`config.mk`:
```
export PLATFORM = sky130hd
export DESIGN_NAME = keypad_entry
export DESIGN_NICKNAME = d
export VERILOG_FILES = /design/src/rtl/keypad_pkg.sv /design/src/rtl/key_debounce.sv /design/src/rtl/keypad_entry.sv
export SDC_FILE = /design/constraint.sdc
export NUM_CORES = 1
export LEC_CHECK = 0
export BUFFER_PORTS_ARGS = -buffer_cell sky130_fd_sc_hd__buf_2
export CAP_MARGIN = 40
export CELL_PAD_IN_SITES_DETAIL_PLACEMENT = 1
export CELL_PAD_IN_SITES_GLOBAL_PLACEMENT = 1
export CORE_MARGIN = 2
export CORE_UTILIZATION = 43
export DETAILED_ROUTE_END_ITERATION = 7
export PLACE_DENSITY = 0.81
export SLEW_MARGIN = 20
export SYNTH_ARGS = -nofsm -noshare
export SYNTH_HDL_FRONTEND = slang
export SYNTH_SLANG_ARGS = --single-unit
```
`constraint.sdc`:
```
create_clock -name clk -period 1.9 [get_ports clk]
set_clock_uncertainty 0.1 [all_clocks]
set_input_delay 0.38 -clock clk [delete_from_list [all_inputs] [get_ports clk]]
set_output_delay 0.38 -clock clk [all_outputs]
set_load 0.02 [all_outputs]
```
`src/rtl/keypad_pkg.sv`:
```
// Shared keypad types: FSM state encoding and nibble/line widths.
// Imported by key_debounce and keypad_entry.
package keypad_pkg;

  localparam int BCD_W = 4;
  localparam int KP_W  = 4;

  typedef enum logic [1:0] {
    IDLE = 2'd0,
    DEB  = 2'd1,
    HELD = 2'd2
  } kstate_t;

endpackage

```
`src/rtl/key_debounce.sv`:
```
// Press detector: 2-flop sync, gap timer, hit counter and IDLE/DEB/HELD FSM.
// Ports: clk, init (async low), cols, n in; key_valid pulse, key_code out.
module key_debounce
  import keypad_pkg::*;
#(
  parameter int DEB_HITS   = 4,
  parameter int GAP_CYCLES = 64
) (
  input  logic             clk,
  input  logic             init,
  input  logic [KP_W-1:0]  cols,
  input  logic [BCD_W-1:0] n,
  output logic             key_valid,
  output logic [BCD_W-1:0] key_code
);

  localparam int GW = $clog2(GAP_CYCLES + 1);
  localparam int HW = $clog2(DEB_HITS + 1);

  logic [KP_W-1:0]  cols_m, cols_s;
  logic [BCD_W-1:0] n_m, n_s;
  logic [GW-1:0]    gap_cnt;
  logic [HW-1:0]    hit_cnt;
  logic [BCD_W-1:0] cand;
  kstate_t          state;
  logic             hit;
  logic             gap_to;

  assign hit    = |cols_s;
  assign gap_to = (gap_cnt == GW'(GAP_CYCLES - 1)) && !hit;

  // cols and n share stages so a digit stays paired with its hit
  always_ff @(posedge clk or negedge init) begin
    if (!init) begin
      cols_m <= '0;
      cols_s <= '0;
      n_m    <= '0;
      n_s    <= '0;
    end else begin
      cols_m <= cols;
      cols_s <= cols_m;
      n_m    <= n;
      n_s    <= n_m;
    end
  end

  always_ff @(posedge clk or negedge init) begin
    if (!init) begin
      gap_cnt <= '0;
    end else if (hit) begin
      gap_cnt <= '0;
    end else if (gap_cnt != GW'(GAP_CYCLES)) begin
      gap_cnt <= gap_cnt + GW'(1);
    end
  end

  always_ff @(posedge clk or negedge init) begin
    if (!init) begin
      state     <= IDLE;
      hit_cnt   <= '0;
      cand      <= '0;
      key_valid <= 1'b0;
      key_code  <= '0;
    end else begin
      key_valid <= 1'b0;
      unique case (state)
        IDLE: begin
          if (hit) begin
            cand    <= n_s;
            hit_cnt <= HW'(1);
            state   <= DEB;
          end
        end
        DEB: begin
          if (hit) begin
            if (n_s == cand) begin
              hit_cnt <= hit_cnt + HW'(1);
              // last qualifying hit: pulse next cycle
              if (hit_cnt == HW'(DEB_HITS - 1)) begin
                state     <= HELD;
                key_valid <= 1'b1;
                key_code  <= cand;
              end
            end else begin
              cand    <= n_s;
              hit_cnt <= HW'(1);
            end
          end else if (gap_to) begin
            state <= IDLE;
          end
        end
        HELD: begin
          // no auto-repeat: only a release re-arms
          if (gap_to) state <= IDLE;
        end
        default: state <= IDLE;
      endcase
    end
  end

endmodule

```
`src/rtl/keypad_entry.sv`:
```
// Keypad entry: debounced presses shifted into a BCD entry register.
// Ports: clk, init, cols, n, clr in; key_valid, key_code, digits, count, full out.
// Option: KEYPAD_ENTRY_OVERWRITE_EN lets a press while full drop the oldest digit.
module keypad_entry
  import keypad_pkg::*;
#(
  parameter int DIGITS     = 4,
  parameter int DEB_HITS   = 4,
  parameter int GAP_CYCLES = 64
) (
  input  logic                         clk,
  input  logic                         init,
  input  logic [KP_W-1:0]              cols,
  input  logic [BCD_W-1:0]             n,
  input  logic                         clr,
  output logic                         key_valid,
  output logic [BCD_W-1:0]             key_code,
  output logic [BCD_W*DIGITS-1:0]      digits,
  output logic [$clog2(DIGITS+1)-1:0]  count,
  output logic                         full
);

  localparam int DW = BCD_W * DIGITS;
  localparam int CW = $clog2(DIGITS + 1);

  key_debounce #(
    .DEB_HITS  (DEB_HITS),
    .GAP_CYCLES(GAP_CYCLES)
  ) u_deb (
    .clk      (clk),
    .init     (init),
    .cols     (cols),
    .n        (n),
    .key_valid(key_valid),
    .key_code (key_code)
  );

  assign full = (count == CW'(DIGITS));

  always_ff @(posedge clk or negedge init) begin
    if (!init) begin
      digits <= '0;
      count  <= '0;
    end else if (clr) begin
      digits <= '0;
      count  <= '0;
    end else if (key_valid) begin
      if (!full) begin
        digits <= (digits << BCD_W) | DW'(key_code);
        count  <= count + CW'(1);
      end else begin
`ifdef KEYPAD_ENTRY_OVERWRITE_EN
        digits <= (digits << BCD_W) | DW'(key_code);
`else
        digits <= digits;
`endif
      end
    end
  end

endmodule
```
==> results summary, run 1 <==
The critical path goes through inv_1, ha_1, and2_1, buf_2. The global-route wire length before repair came out at around 6700 um. The worst setup path is captured at a primary output. The fraction of layout instances using a drive strength above 1 came out at 23.5%. The final layout net count is 254. The worst path uses 95.1% of the clock period. The number of buffers inserted to repair setup after CTS came out at 0. The critical path contains buffers and inverters numbering 2 combined. Power spread over the standard cell area amounts to 789 mW/mm^2. Of all flip-flops after synthesis, the portion carrying an async set or reset was 100%.

The number of synthesized flops with an enable pin is 0. The number of global-route vias before repair came out at 1470. The hold violation count in the final report was 0. The number of standard cells in the final layout excluding fillers came out at 308. VDD sags by at most between 0.4 and 0.5 mV. The worst setup path is of the flop to primary output kind. The met2 track demand over resource came out at 26.3%.

The worst-margin pin slew came out at between 400 and 500 ps. After global routing, the most crowded layer is met2. The overall power is 2.03 mW. The peak clock frequency supported by timing came out at 0.553 GHz. By area the synthesized netlist is led by sky130_fd_sc_hd__dfrtp_1, sky130_fd_sc_hd__nand2_1, sky130_fd_sc_hd__a21oi_1. The initial antenna violation count was 0. The tree is rooted in a sky130_fd_sc_hd__clkbuf_8. Including well taps, the total number of placed cells is 299. The mean post-synth cell area is 11.2 um^2.

The worst hold-check path type is input pin to flop. After filler insertion, the fill cell instance count of the layout stands at 584. STA puts the critical path data required time at 1420 ps. The most common flop cell mapped by yosys is sky130_fd_sc_hd__dfrtp_1. The met3 usage in global routing is 4.10%. At the worst endpoint, the arrival time is roughly 1300 ps. Global routing used 19.8% of the available met1 tracks. The pin count of the biggest net entering global routing is 57. The number of sinks handled by clock tree synthesis came out at 56. The floorplan step defined a die boundary enclosing ~0.0057 mm^2. The register-to-register path setup slack is 130 ps. The die is roughly 76 um wide.

The run finished with clean final reports. The die outline height is about 76 um. The synthesized net count came out at 213. The number of top-level pins came out at 36. The total routing resource utilization after global routing came out at 15.7%. The area occupied by multi-input gates came out at 742 um^2. TritonCTS built the clock tree. The clock-pin transition on the worst setup and hold timing paths is 90 ps. The number of buffers added on ports came out at 35. The count of final setup violators came out at 0. The floorplan core area came out at 0.00501 mm^2.

Setup repair after global routing left no endpoint under its margin. The number of H-tree branching levels came out at 2. The number of buffers added by the clock tree synthesis step is 5. The relative slew slack is 69.7%. The insertion delay to the later sink of the worst-skew pair came out at roughly 300 ps. On the critical path, the stage with the largest delay is an instance of sky130_fd_sc_hd__dfrtp_1. The overflow left after global routing is 0.

The flop and latch count out of synthesis is 56. The number of standard-cell rows in the floorplan came out at 26. Summed over all failing endpoints, the final setup total negative slack is 0 ps. The number of distinct library cell variants in the gate-level netlist after synthesis came out at 32.

The analysis attributes to cell leakage a power of 1.23 nW. The number of max-cap violations is 0. After detailed routing, the average wire length per cell comes to 13.2 um. The maximum root-to-sink buffer count came out at 2. The number of violations reported at the end of detailed-routing iteration 0 came out at 69.

The detail route stage leaves a number of antenna-violating nets equal to 0. The sequential fraction of the synthesis area came out at 63.7%. The biggest cell delay along the critical path is 430 ps. The maximum net fanout on the critical path came out at 4. The number of slew-limit violations in the final report is 0.

For this configuration, the core starts out at a cell density of 43.9%. The sequential cells in the finished layout cover a total of 0.00140 mm^2. The antenna diode instance count came out at 0. The detailed-router iteration count before antenna repair came out at 4.

Routability-driven placement finished with a final weighted congestion of 0.744. The half-perimeter wire length of the detailed placement result came out at between 2000 and 3000 um. The mapped cell area is 0.00220 mm^2.

The top cell type by area accounts for 63.7% of the synthesized area. The cell class contributing the biggest share of worst-path delay is flip-flops. The final period demand of the worst path came out at roughly 1800 ps.

The worst setup path is launched from a flop. The number of cells produced by synthesis is 196. The final layout contains routed wiring with a total length of 4070 um. The overall via count from detail_route came out at 1489. For this run, design rule violations remaining after detail routing come to 0. The average vias per placed instance came out at 4.83. During synthesis, Yosys emitted a total of 0 warnings.

sky130_fd_sc_hd__dfrtp_1 takes more of the synthesized area than any other cell. Compared with the post-synthesis result, the final layout area differs by 17.0%.
placed cells by master, fill, tap and decap left out, drive strengths merged:
master        n
ha            6
nand3         4
o31ai         1
nand3b        1
nand4b        1
xnor2         6
nor2          8
dlygate4sd3   1
buf          40
nor4          1
nor4b         1
dfrtp        56
nand2b        3
a21boi        1
or2           1
a211oi        1
nand2        51
nor3b         1
inv           7
nor2b         2
mux2i         1
and2          1
or4           1
clkbuf        6
mux2          4
clkinv        1
nor3          2
and3          1
a21oi        20
nand4         1
o21ai         2
xor2          5
worst paths after layout:
kind                             startpoint  cells after the start           endpoint
setup / recovery                   count[0]                      4               full
hold / removal                         n[3]                      1       u_deb.n_m[3]
setup reg to reg           u_deb.hit_cnt[0]                      5  u_deb.key_code[1]
hold reg to reg             u_deb.cols_m[2]                      0    u_deb.cols_s[2]
max in group asynchronous              init                      3           count[1]
min in group asynchronous              init                      3   u_deb.gap_cnt[0]
report_power, final:
part | switching, mW | internal [mW]
Clock | 0.373 | 0.264
Sequential | 0.0268 | 1.23
Combinational | 0.0856 | 0.0524
logic make-up (layout without fill, tap and decap cells):
group / count (synthesis) / after routing / synth area share, %
adder cells (fa/ha/maj): 6 / 6 / 3.41
multiplexers: 5 / 5 / 2.50
buffers and inverters: 13 / 55 / 2.61
AO/OA/AOI/OAI: 25 / 25 / 6.20
XOR/XNOR: 11 / 11 / 4.38
AND/OR/NAND/NOR: 80 / 80 / 17.2
flip-flops: 56 / 56 / 63.7
stage by stage:
step	worst slack, ps	instance area (um^2)	hold slack [ps]	util [%]
after floorplan	15.1	2200	-15.6	-
after global placement	79.0	2480	233	49.5
after detailed placement	24.2	2480	236	49.5
after CTS	1.46	2570	61.9	51.4
after global routing	14.4	2570	48.5	51.4
final	92.6	2570	74.5	51.4
layer usage:
layer | wire length [um] | share of wire (%)
met1 | 1800 | 44
met2 | 2050 | 50
met3 | 173 | 4.3
met4 | 42 | 1.0
met5 | 0 | 0
registers in the layout, summed over array words and instances, names as in the netlist:
register and cells:
u_deb.cand 4, u_deb.cols_m 4, u_deb.key_code 4, digits 16, u_deb.key_valid 1, u_deb.state 2
u_deb.n_m 4, count 3, u_deb.n_s 4, u_deb.hit_cnt 3, u_deb.gap_cnt 7, u_deb.cols_s 4
cell type report:
cell class,count,area share [%]
clock buffer,6,2.82
clock inverter,2,0.534
inverter,6,0.875
multi-input combinational,127,28.8
sequential,56,54.4
tap,70,3.40
timing repair buffer,41,9.14
cells in the mapped netlist (all sizes together) (2+ instances only):
master and n:
dfrtp 56, nand2 51, a21oi 20, nor2 8
ha 6, inv 6, xnor2 6, xor2 5
clkbuf 4, mux2 4, nand3 4, buf 3
nand2b 3, nor2b 2, nor3 2, o21ai 2
repair_timing:
action                                 4_1_cts  5_1_grt
gates resized for setup                      0        0
hold buffers                                 1        0
endpoints found under the hold margin       56        0
setup endpoints to repair                    0        4
(Power assumes the default switching activity.)
==> inputs of run 2 (changes only) <==
--- a/config.mk
+++ b/config.mk
@@ -6,13 +6,13 @@
 export NUM_CORES = 1
 export LEC_CHECK = 0
 export BUFFER_PORTS_ARGS = -buffer_cell sky130_fd_sc_hd__buf_2
-export CAP_MARGIN = 40
+export CAP_MARGIN = 15
 export CELL_PAD_IN_SITES_DETAIL_PLACEMENT = 1
 export CELL_PAD_IN_SITES_GLOBAL_PLACEMENT = 1
 export CORE_MARGIN = 2
-export CORE_UTILIZATION = 43
+export CORE_UTILIZATION = 45
 export DETAILED_ROUTE_END_ITERATION = 7
-export PLACE_DENSITY = 0.81
+export PLACE_DENSITY = 0.84
 export SLEW_MARGIN = 20
 export SYNTH_ARGS = -nofsm -noshare
 export SYNTH_HDL_FRONTEND = slang
==> constraint.sdc (replaced) <==
create_clock -name clk -period 2.3 [get_ports clk]
set_clock_uncertainty 0.1 [all_clocks]
set_input_delay 0.46 -clock clk [delete_from_list [all_inputs] [get_ports clk]]
set_output_delay 0.46 -clock clk [all_outputs]
set_load 0.02 [all_outputs]
==> results summary, run 2 (synthesis gave the netlist of run 1 again) <==
The number of placed instances with taps included is 295 (was 299). The global-route wire length before repair came out at 6890 um (was 6710 um). The number of standard-cell rows in the floorplan is 25 (was 26). The maximum net fanout on the critical path came out at 12 (was 4). The number of max-cap violations is 0 (unchanged).

The TritonCTS clock tree is done (unchanged). The number of top-level pins is 36 (unchanged). The half-perimeter wire length of the detailed placement result is 2870 um (was 2740 um). The number of slew-limit violations in the final report is 0 (unchanged).

The detailed-router iteration count before antenna repair is 4 (unchanged). The post-place instance area is 0.00245 mm^2 (was 0.00248 mm^2). The number of gates given a new drive strength after cts came out at 0 (unchanged). The number of global-route vias before repair is 1500 (was 1470). The peak supply drop is 0.369 mV (was 0.447 mV). The number of buffers added by the clock tree synthesis step came out at 5 (unchanged). The net switching share of the total power is 24.0% (was 23.9%).

The die outline height is 73.9 um (was 75.5 um). The critical path startpoint category is a flop (unchanged). The starting utilization of the core area came to 46.6% (was 43.9%). The clock share of power is 31.3% (about the same). The cell at the root of the clock tree was sky130_fd_sc_hd__clkbuf_8 (unchanged). The internal power contribution came out at 1.27 mW (was 1.55 mW).

The antenna diode instance count is 0 (unchanged). The arrival time at the worst endpoint came out at 2020 ps (was 1330 ps). The flip-flop count of the largest register, all copies and words added came out at 16 (unchanged). Registers with the most flip-flops: digits: 16 flops, u_deb.gap_cnt: 7 flops (unchanged). The final-layout fill cell count came out at 525 (was 584).

The worst path required time is 2390 ps (was 1420 ps). The remaining number of nets flagged by the antenna check after routing came out at 0 (unchanged). The commonest non-fill, non-tap cell in the layout is sky130_fd_sc_hd__dfrtp_1 (unchanged). The count of final setup violators is 0 (unchanged). The floorplan die width came to 73.9 um (was 75.5 um). The pin count of the biggest net entering global routing came to 22 (was 57). The accumulated negative setup slack came out at 0 ps (unchanged). The fraction of layout instances using a drive strength above 1 came out at 23.3% (was 23.5%). The average vias per placed instance is 4.86 (was 4.83). The proportion of power drawn by flip-flops and latches came out at 62.1% (was 61.9%). The routed length per instance was 13.5 um (was 13.2 um). Setup repair after global routing missed its margin: no (unchanged). The relative slew slack was 66.4% (was 69.7%).

The worst hold-check path type was input pin to asynchronous set/reset pin (was input pin to flop). The remaining routing DRC violations came out at 0 (unchanged). The clock-pin transition on the worst setup and hold timing paths came out at 100 ps (was 90 ps). The initial antenna violation count was 0 (unchanged). The critical setup path kind is flop to flop (was flop to primary output). The worst hold slack across all endpoints came out at 11.0 ps (was 74.5 ps). The net switching power came to 401 uW (was 485 uW). Top library cells by usage in the layout, fill and taps aside: sky130_fd_sc_hd__dfrtp_1, sky130_fd_sc_hd__nand2_1, sky130_fd_sc_hd__buf_2, sky130_fd_sc_hd__a21oi_1, sky130_fd_sc_hd__nor2_1 (unchanged). The number of standard cells in the final layout excluding fillers was 303 (was 308).

The post-route fraction of the period consumed by the critical path is 84.1%. The register with the most flip-flops is digits (unchanged). The part of the power in combinational logic is 6.7% (was 6.8%).

The power density of the placed cells came out at 659 mW/mm^2 (was 789 mW/mm^2). The maximum root-to-sink buffer count is 2 (unchanged). The number of sinks handled by clock tree synthesis is 56 (unchanged). The floorplan core area was 0.00472 mm^2 (was 0.00501 mm^2).

The number of H-tree branching levels came to 2 (unchanged). The overall via count from detail_route is 1472 (was 1489). The number of buffers added on ports is 35 (unchanged).

The final layout net count came out at 252 (was 254). The peak clock frequency supported by timing came out at 0.517 GHz. The area growth from synthesis to layout came out at 15.6% (was 17.0%). The insertion delay to the later sink of the worst-skew pair is 300 ps (about the same). The total die area came out at 0.00547 mm^2 (was 0.00571 mm^2). The number of violations reported at the end of detailed-routing iteration 0 is 46 (was 69). The reported leakage power is 1.21 nW (was 1.23 nW). The total routing resource utilization after global routing is 16.7% (was 15.7%). The wire length after detailed routing came out at 4100 um (was 4070 um). Run status: completed (unchanged). The final instance area was 0.00254 mm^2 (was 0.00257 mm^2). The routability congestion estimate is 0.709 (was 0.744). The overflow left after global routing was 0 (unchanged). The number of buffers inserted to repair setup after CTS is 0 (unchanged). The endpoint type of the worst setup path is a flop (was primary output). The worst-margin pin slew is 503 ps (was 454 ps). The final period demand of the worst path is between 1500 and 2000 ps. The hold violation count in the final report is 0 (unchanged). The count of hold buffers inserted by post-cts repair was 0 (was 1).
==> run 2: cell count changes in the layout (fill, tap and decap cells not counted), sizes merged <==
cell / delta
inv: -1
buf: -1
dlygate4sd3: -1
clkinvlp: +1
==> run 2: routing by layer <==
layer	share of wire (%)	global-route usage (%)	wire (um)	up-vias
met4	0	4.24	0	0
met1	46	21.9	1890	726
met5	0	0	0	-
met2	50	28.3	2070	31
li1	-	-	-	715
met3	3.3	3.66	137	0
==> run 2: area by class of cell <==
class / instances / area (um^2) / area share [%]
Timing Repair Buffer: 39 / 205 / 8.07
Multi-Input combinational cell: 127 / 742 / 29.2
Clock buffer: 6 / 72.6 / 2.85
Sequential cell: 56 / 1400 / 55.1
Clock inverter: 2 / 16.3 / 0.639
Inverter: 6 / 22.5 / 0.885
Tap cell: 67 / 83.8 / 3.30
==> run 2: per-stage QoR <==
step	setup slack (ps)	power, mW	util [%]
floorplan	415	1.12	-
global placement	408	1.17	52.0
detailed placement	357	1.17	52.0
CTS	343	1.70	53.9
global route	234	1.75	53.9
finish	366	1.68	53.9
==> run 2: worst paths after layout <==
path	cells after the start	to	slack (ps)	from
hold / removal	1	u_deb.gap_cnt[6]	10	init
setup reg to reg	4	u_deb.key_code[0]	370	u_deb.cols_s[1]
max in group asynchronous	2	u_deb.cand[0]	1460	init
hold reg to reg	0	u_deb.cols_s[2]	260	u_deb.cols_m[2]
min in group clk	1	u_deb.cols_m[0]	160	cols[0]
setup / recovery	4	u_deb.key_code[0]	370	u_deb.cols_s[1]
==> run 2: critical path, stage by stage, from the launching register on <==
cell	delay (ps)
sky130_fd_sc_hd__dfrtp_1	380
sky130_fd_sc_hd__or4_4	610
sky130_fd_sc_hd__nand2b_1	340
sky130_fd_sc_hd__nor4_4	100
sky130_fd_sc_hd__mux2_2	290
==> run 2: power by group through the flow <==
| stage | logic [mW] | clock network [mW] | registers, mW |
|---|---|---|---|
| finish | 0.111 | 0.524 | 1.04 |
| global placement | 0.109 | 0 | 1.06 |
| CTS | 0.115 | 0.546 | 1.04 |
| detailed placement | 0.114 | 0 | 1.06 |
| floorplan | 0.0481 | 0 | 1.07 |
| global route | 0.125 | 0.582 | 1.05 |
==> inputs of run 3 (changes only) <==
--- a/config.mk
+++ b/config.mk
@@ -5,14 +5,15 @@
 export SDC_FILE = /design/constraint.sdc
 export NUM_CORES = 1
 export LEC_CHECK = 0
+export ABC_AREA = 1
 export BUFFER_PORTS_ARGS = -buffer_cell sky130_fd_sc_hd__buf_2
 export CAP_MARGIN = 15
 export CELL_PAD_IN_SITES_DETAIL_PLACEMENT = 1
 export CELL_PAD_IN_SITES_GLOBAL_PLACEMENT = 1
 export CORE_MARGIN = 2
-export CORE_UTILIZATION = 45
+export CORE_UTILIZATION = 43
 export DETAILED_ROUTE_END_ITERATION = 7
-export PLACE_DENSITY = 0.84
+export PLACE_DENSITY = 0.82
 export SLEW_MARGIN = 20
 export SYNTH_ARGS = -nofsm -noshare
 export SYNTH_HDL_FRONTEND = slang
==> constraint.sdc (replaced) <==
create_clock -name clk -period 1.99 [get_ports clk]
set_clock_uncertainty 0.1 [all_clocks]
set_input_delay 0.398 -clock clk [delete_from_list [all_inputs] [get_ports clk]]
set_output_delay 0.398 -clock clk [all_outputs]
set_load 0.02 [all_outputs]
==> results summary, run 3 <==
Largest cells by area after synthesis: sky130_fd_sc_hd__dfrtp_1, sky130_fd_sc_hd__nand2_1, sky130_fd_sc_hd__nand3_1 (was sky130_fd_sc_hd__dfrtp_1, sky130_fd_sc_hd__nand2_1, sky130_fd_sc_hd__a21oi_1). The power density of the placed cells is 970 mW/mm^2 (was 659 mW/mm^2). The wire length after detailed routing is 5030 um (was 4100 um). The cell at the root of the clock tree is sky130_fd_sc_hd__clkbuf_8 (unchanged). The accumulated negative setup slack is 0 ps (unchanged). The cell class contributing the biggest share of worst-path delay is flip-flops (was simple AND/OR/NAND/NOR gates). The library cell appearing most often on the critical path is sky130_fd_sc_hd__inv_1. The number of cells produced by synthesis was 253 (was 196). The routed length per instance came out at 13.7 um (was 13.5 um). The met2 track demand over resource came out at 31.4% (was 28.3%). The peak supply drop is 0.371 mV (was 0.369 mV).

The largest area contributor in the synthesized netlist is sky130_fd_sc_hd__dfrtp_1 (unchanged). The number of H-tree branching levels was 2 (unchanged). The area share of the leading cell type in the synthesized netlist came out at 58.3% (was 63.7%). The insertion delay to the later sink of the worst-skew pair is 310 ps (was 300 ps). The overflow left after global routing is 0 (unchanged). The worst path required time came out at 1490 ps (was 2390 ps). The mean post-synth cell area is 9.51 um^2 (was 11.2 um^2). The number of placed instances with taps included is 359 (was 295). The maximum root-to-sink buffer count is 2 (unchanged). Run status: completed (unchanged). The overall via count from detail_route came out at 1834 (was 1472).

The global-route wire length before repair came out at 8540 um (was 6890 um). The routability congestion estimate came out at 0.754 (was 0.709). The maximum net fanout on the critical path came out at 3 (was 12). The half-perimeter wire length of the detailed placement result is 3620 um (was 2870 um).

The number of top-level pins was 36 (unchanged). The synthesized net count is 270 (was 213). The count of final setup violators was 0 (unchanged). The number of buffers added by the clock tree synthesis step came out at 5 (unchanged). The detailed-router iteration count before antenna repair is 4 (unchanged). The number of distinct library cell variants in the gate-level netlist after synthesis came out at 27 (was 32).

Most common library cells after synthesis: sky130_fd_sc_hd__dfrtp_1, sky130_fd_sc_hd__nand2_1, sky130_fd_sc_hd__inv_1, sky130_fd_sc_hd__nand3_1, sky130_fd_sc_hd__o21ai_0 (was sky130_fd_sc_hd__dfrtp_1, sky130_fd_sc_hd__nand2_1, sky130_fd_sc_hd__a21oi_1, sky130_fd_sc_hd__nor2_1). The final layout net count is 312 (was 252). The final-layout fill cell count is 660 (was 525).

The final period demand of the worst path is 1770 ps. The number of warnings issued by yosys came to 0 (unchanged). The most common cell in the netlist is sky130_fd_sc_hd__dfrtp_1 (unchanged). The TritonCTS clock tree is done (unchanged). The peak clock frequency supported by timing is 0.566 GHz. The pin count of the biggest net entering global routing came out at 28 (was 22). The remaining number of nets flagged by the antenna check after routing is 0 (unchanged).

The flop and latch count out of synthesis was 56 (unchanged). The arrival time at the worst endpoint is 1270 ps (was 2020 ps). The worst hold-check path type is input pin to flop (was input pin to asynchronous set/reset pin).

The hold violation count in the final report is 0 (unchanged). The met3 usage in global routing came out at 3.64% (was 3.66%). The number of buffers inserted to repair setup after CTS is 0 (unchanged).

The remaining routing DRC violations is 0 (unchanged). The commonest non-fill, non-tap cell in the layout is sky130_fd_sc_hd__dfrtp_1 (unchanged). The clock-pin transition on the worst setup and hold timing paths is 100 ps (about the same). The number of sinks handled by clock tree synthesis came out at 56 (unchanged). Top library cells by usage in the layout, fill and taps aside: sky130_fd_sc_hd__dfrtp_1, sky130_fd_sc_hd__nand2_1, sky130_fd_sc_hd__buf_2, sky130_fd_sc_hd__inv_1, sky130_fd_sc_hd__nand3_1 (was sky130_fd_sc_hd__dfrtp_1, sky130_fd_sc_hd__nand2_1, sky130_fd_sc_hd__buf_2, sky130_fd_sc_hd__a21oi_1, sky130_fd_sc_hd__nor2_1). The number of violations reported at the end of detailed-routing iteration 0 is 78 (was 46). The critical setup path kind is flop to primary output (was flop to flop). Setup repair after global routing missed its margin: no (unchanged). The die outline height came out at 78.8 um (was 73.9 um).

The async set-or-reset flop fraction in the synthesized netlist was 100% (unchanged). The number of global-route vias before repair came to 1839 (was 1500). The worst-margin pin slew came out at 409 ps (was 503 ps). The area growth from synthesis to layout is 17.0% (was 15.6%). The fraction of layout instances using a drive strength above 1 came out at 20.9% (was 23.3%). The endpoint type of the worst setup path is a primary output (was flop). The register with the most flip-flops is digits (unchanged). The critical path startpoint category is a flop (unchanged). The floorplan core area is 0.00544 mm^2 (was 0.00472 mm^2).

The reported leakage power came out at 1.46 nW (was 1.21 nW). The number of slew-limit violations in the final report came to 0 (unchanged). Registers with the most flip-flops: digits: 16 flops, u_deb.gap_cnt: 7 flops (unchanged).

The number of max-cap violations came out at 0 (unchanged). The total routing resource utilization after global routing is 17.5% (was 16.7%). The slowest stage cell on the critical path is sky130_fd_sc_hd__dfrtp_1 (was sky130_fd_sc_hd__or4_4). The relative slew slack came out at 72.7% (was 66.4%). The starting utilization of the core area came out at 44.2% (was 46.6%).

The number of synthesized flops with an enable pin came out at 0 (unchanged). The number of buffers added on ports came to 35 (unchanged). The mapped cell area came out at 0.00240 mm^2 (was 0.00220 mm^2). The number of standard-cell rows in the floorplan came out at 27 (was 25).

The post-route fraction of the period consumed by the critical path came out at 88.8%. The biggest cell delay along the critical path came out at 410 ps (was 610 ps). The floorplan die width came out at 78.8 um (was 73.9 um). The initial antenna violation count is 0 (unchanged). The most congested layer reported by global routing is met2 (unchanged). The total die area is 0.00621 mm^2 (was 0.00547 mm^2). The number of standard cells in the final layout excluding fillers came out at 368 (was 303).

The flip-flop count of the largest register, all copies and words added came to 16 (unchanged). The most common flop cell mapped by yosys is sky130_fd_sc_hd__dfrtp_1 (unchanged). The sequential fraction of the synthesis area came out at 58.3% (was 63.7%). The global routing met1 resource utilization is 21.3% (was 21.9%). The count of hold buffers inserted by post-cts repair came out at 1 (was 0). Cells along the critical path: inv_1, ha_1, nand2_1, inv_1, buf_2 (was or4_4, nand2b_1, nor4_4, mux2_2).

The number of gates given a new drive strength after cts came out at 0 (unchanged). The count of buffering cells on the critical path with inverters included came out at 3 (was 0). The antenna diode instance count is 0 (unchanged).

The average vias per placed instance is 4.98 (was 4.86).
==> run 3: final cells by class <==
cell class	instances	area, um^2	area share [%]
Tap cell	72	90.1	3.20
Multi-Input combinational cell	157	846	30.1
Timing Repair Buffer	40	228	8.10
Sequential cell	56	1400	49.8
Inverter	35	131	4.67
Clock inverter	3	47.5	1.69
Clock buffer	5	68.8	2.45
==> run 3: stage by stage <==
stage          worst slack, ps  util (%)  hold WS [ps]  instance area, um^2  power, mW
2_1_floorplan              492         -          2.41                 2400       1.81
3_5_place_dp               292      49.4           236                 2690       1.99
6_report                   222      51.7          83.6                 2810       2.73
4_1_cts                    190      51.7          76.0                 2810       2.77
5_1_grt                   78.6      51.7          72.0                 2810       2.89
3_3_place_gp               476      49.4           232                 2690       1.96
==> run 3: final timing paths <==
kind / cells after the start / slack, ps / startpoint / to
worst max-delay path: 5 / 220 / count[0] / full
worst min-delay path: 1 / 80 / cols[1] / u_deb.cols_m[1]
worst max register to register: 7 / 310 / count[0] / digits[0]
worst min register to register: 0 / 260 / u_deb.n_m[1] / u_deb.n_s[1]
max in group asynchronous: 3 / 820 / init / digits[3]
min in group asynchronous: 2 / 430 / init / u_deb.cols_m[0]
==> run 3: logic make-up after synthesis <==
family | count (synthesis) | synth area share [%]
AND/OR/NAND/NOR | 120 | 24.2
flip-flops | 56 | 58.3
buffers and inverters | 40 | 6.56
AO/OA/AOI/OAI | 28 | 6.71
adder cells (fa/ha/maj) | 6 | 3.12
XOR/XNOR | 3 | 1.09
==> run 3: metal layers <==
metal | up-vias | part of all wire (%)
met1 | 894 | 45
li1 | 901 | -
met4 | 0 | 1.2
met2 | 33 | 50
met5 | - | 0
met3 | 6 | 3.8
==> run 3: worst register-to-register path, stage by stage (launching register included) <==
cell and delay (ps):
sky130_fd_sc_hd__dfrtp_1 410, sky130_fd_sc_hd__inv_1 110, sky130_fd_sc_hd__ha_1 160, sky130_fd_sc_hd__nand2_1 80, sky130_fd_sc_hd__nand2_2 70, sky130_fd_sc_hd__buf_4 200, sky130_fd_sc_hd__nand2_1 220, sky130_fd_sc_hd__o21ai_0 250
==> run 3: report_power, final <==
group          internal, mW  switching, mW
combinational         0.203          0.388
clock                 0.380          0.383
sequential             1.25          0.129
total                  1.83          0.900
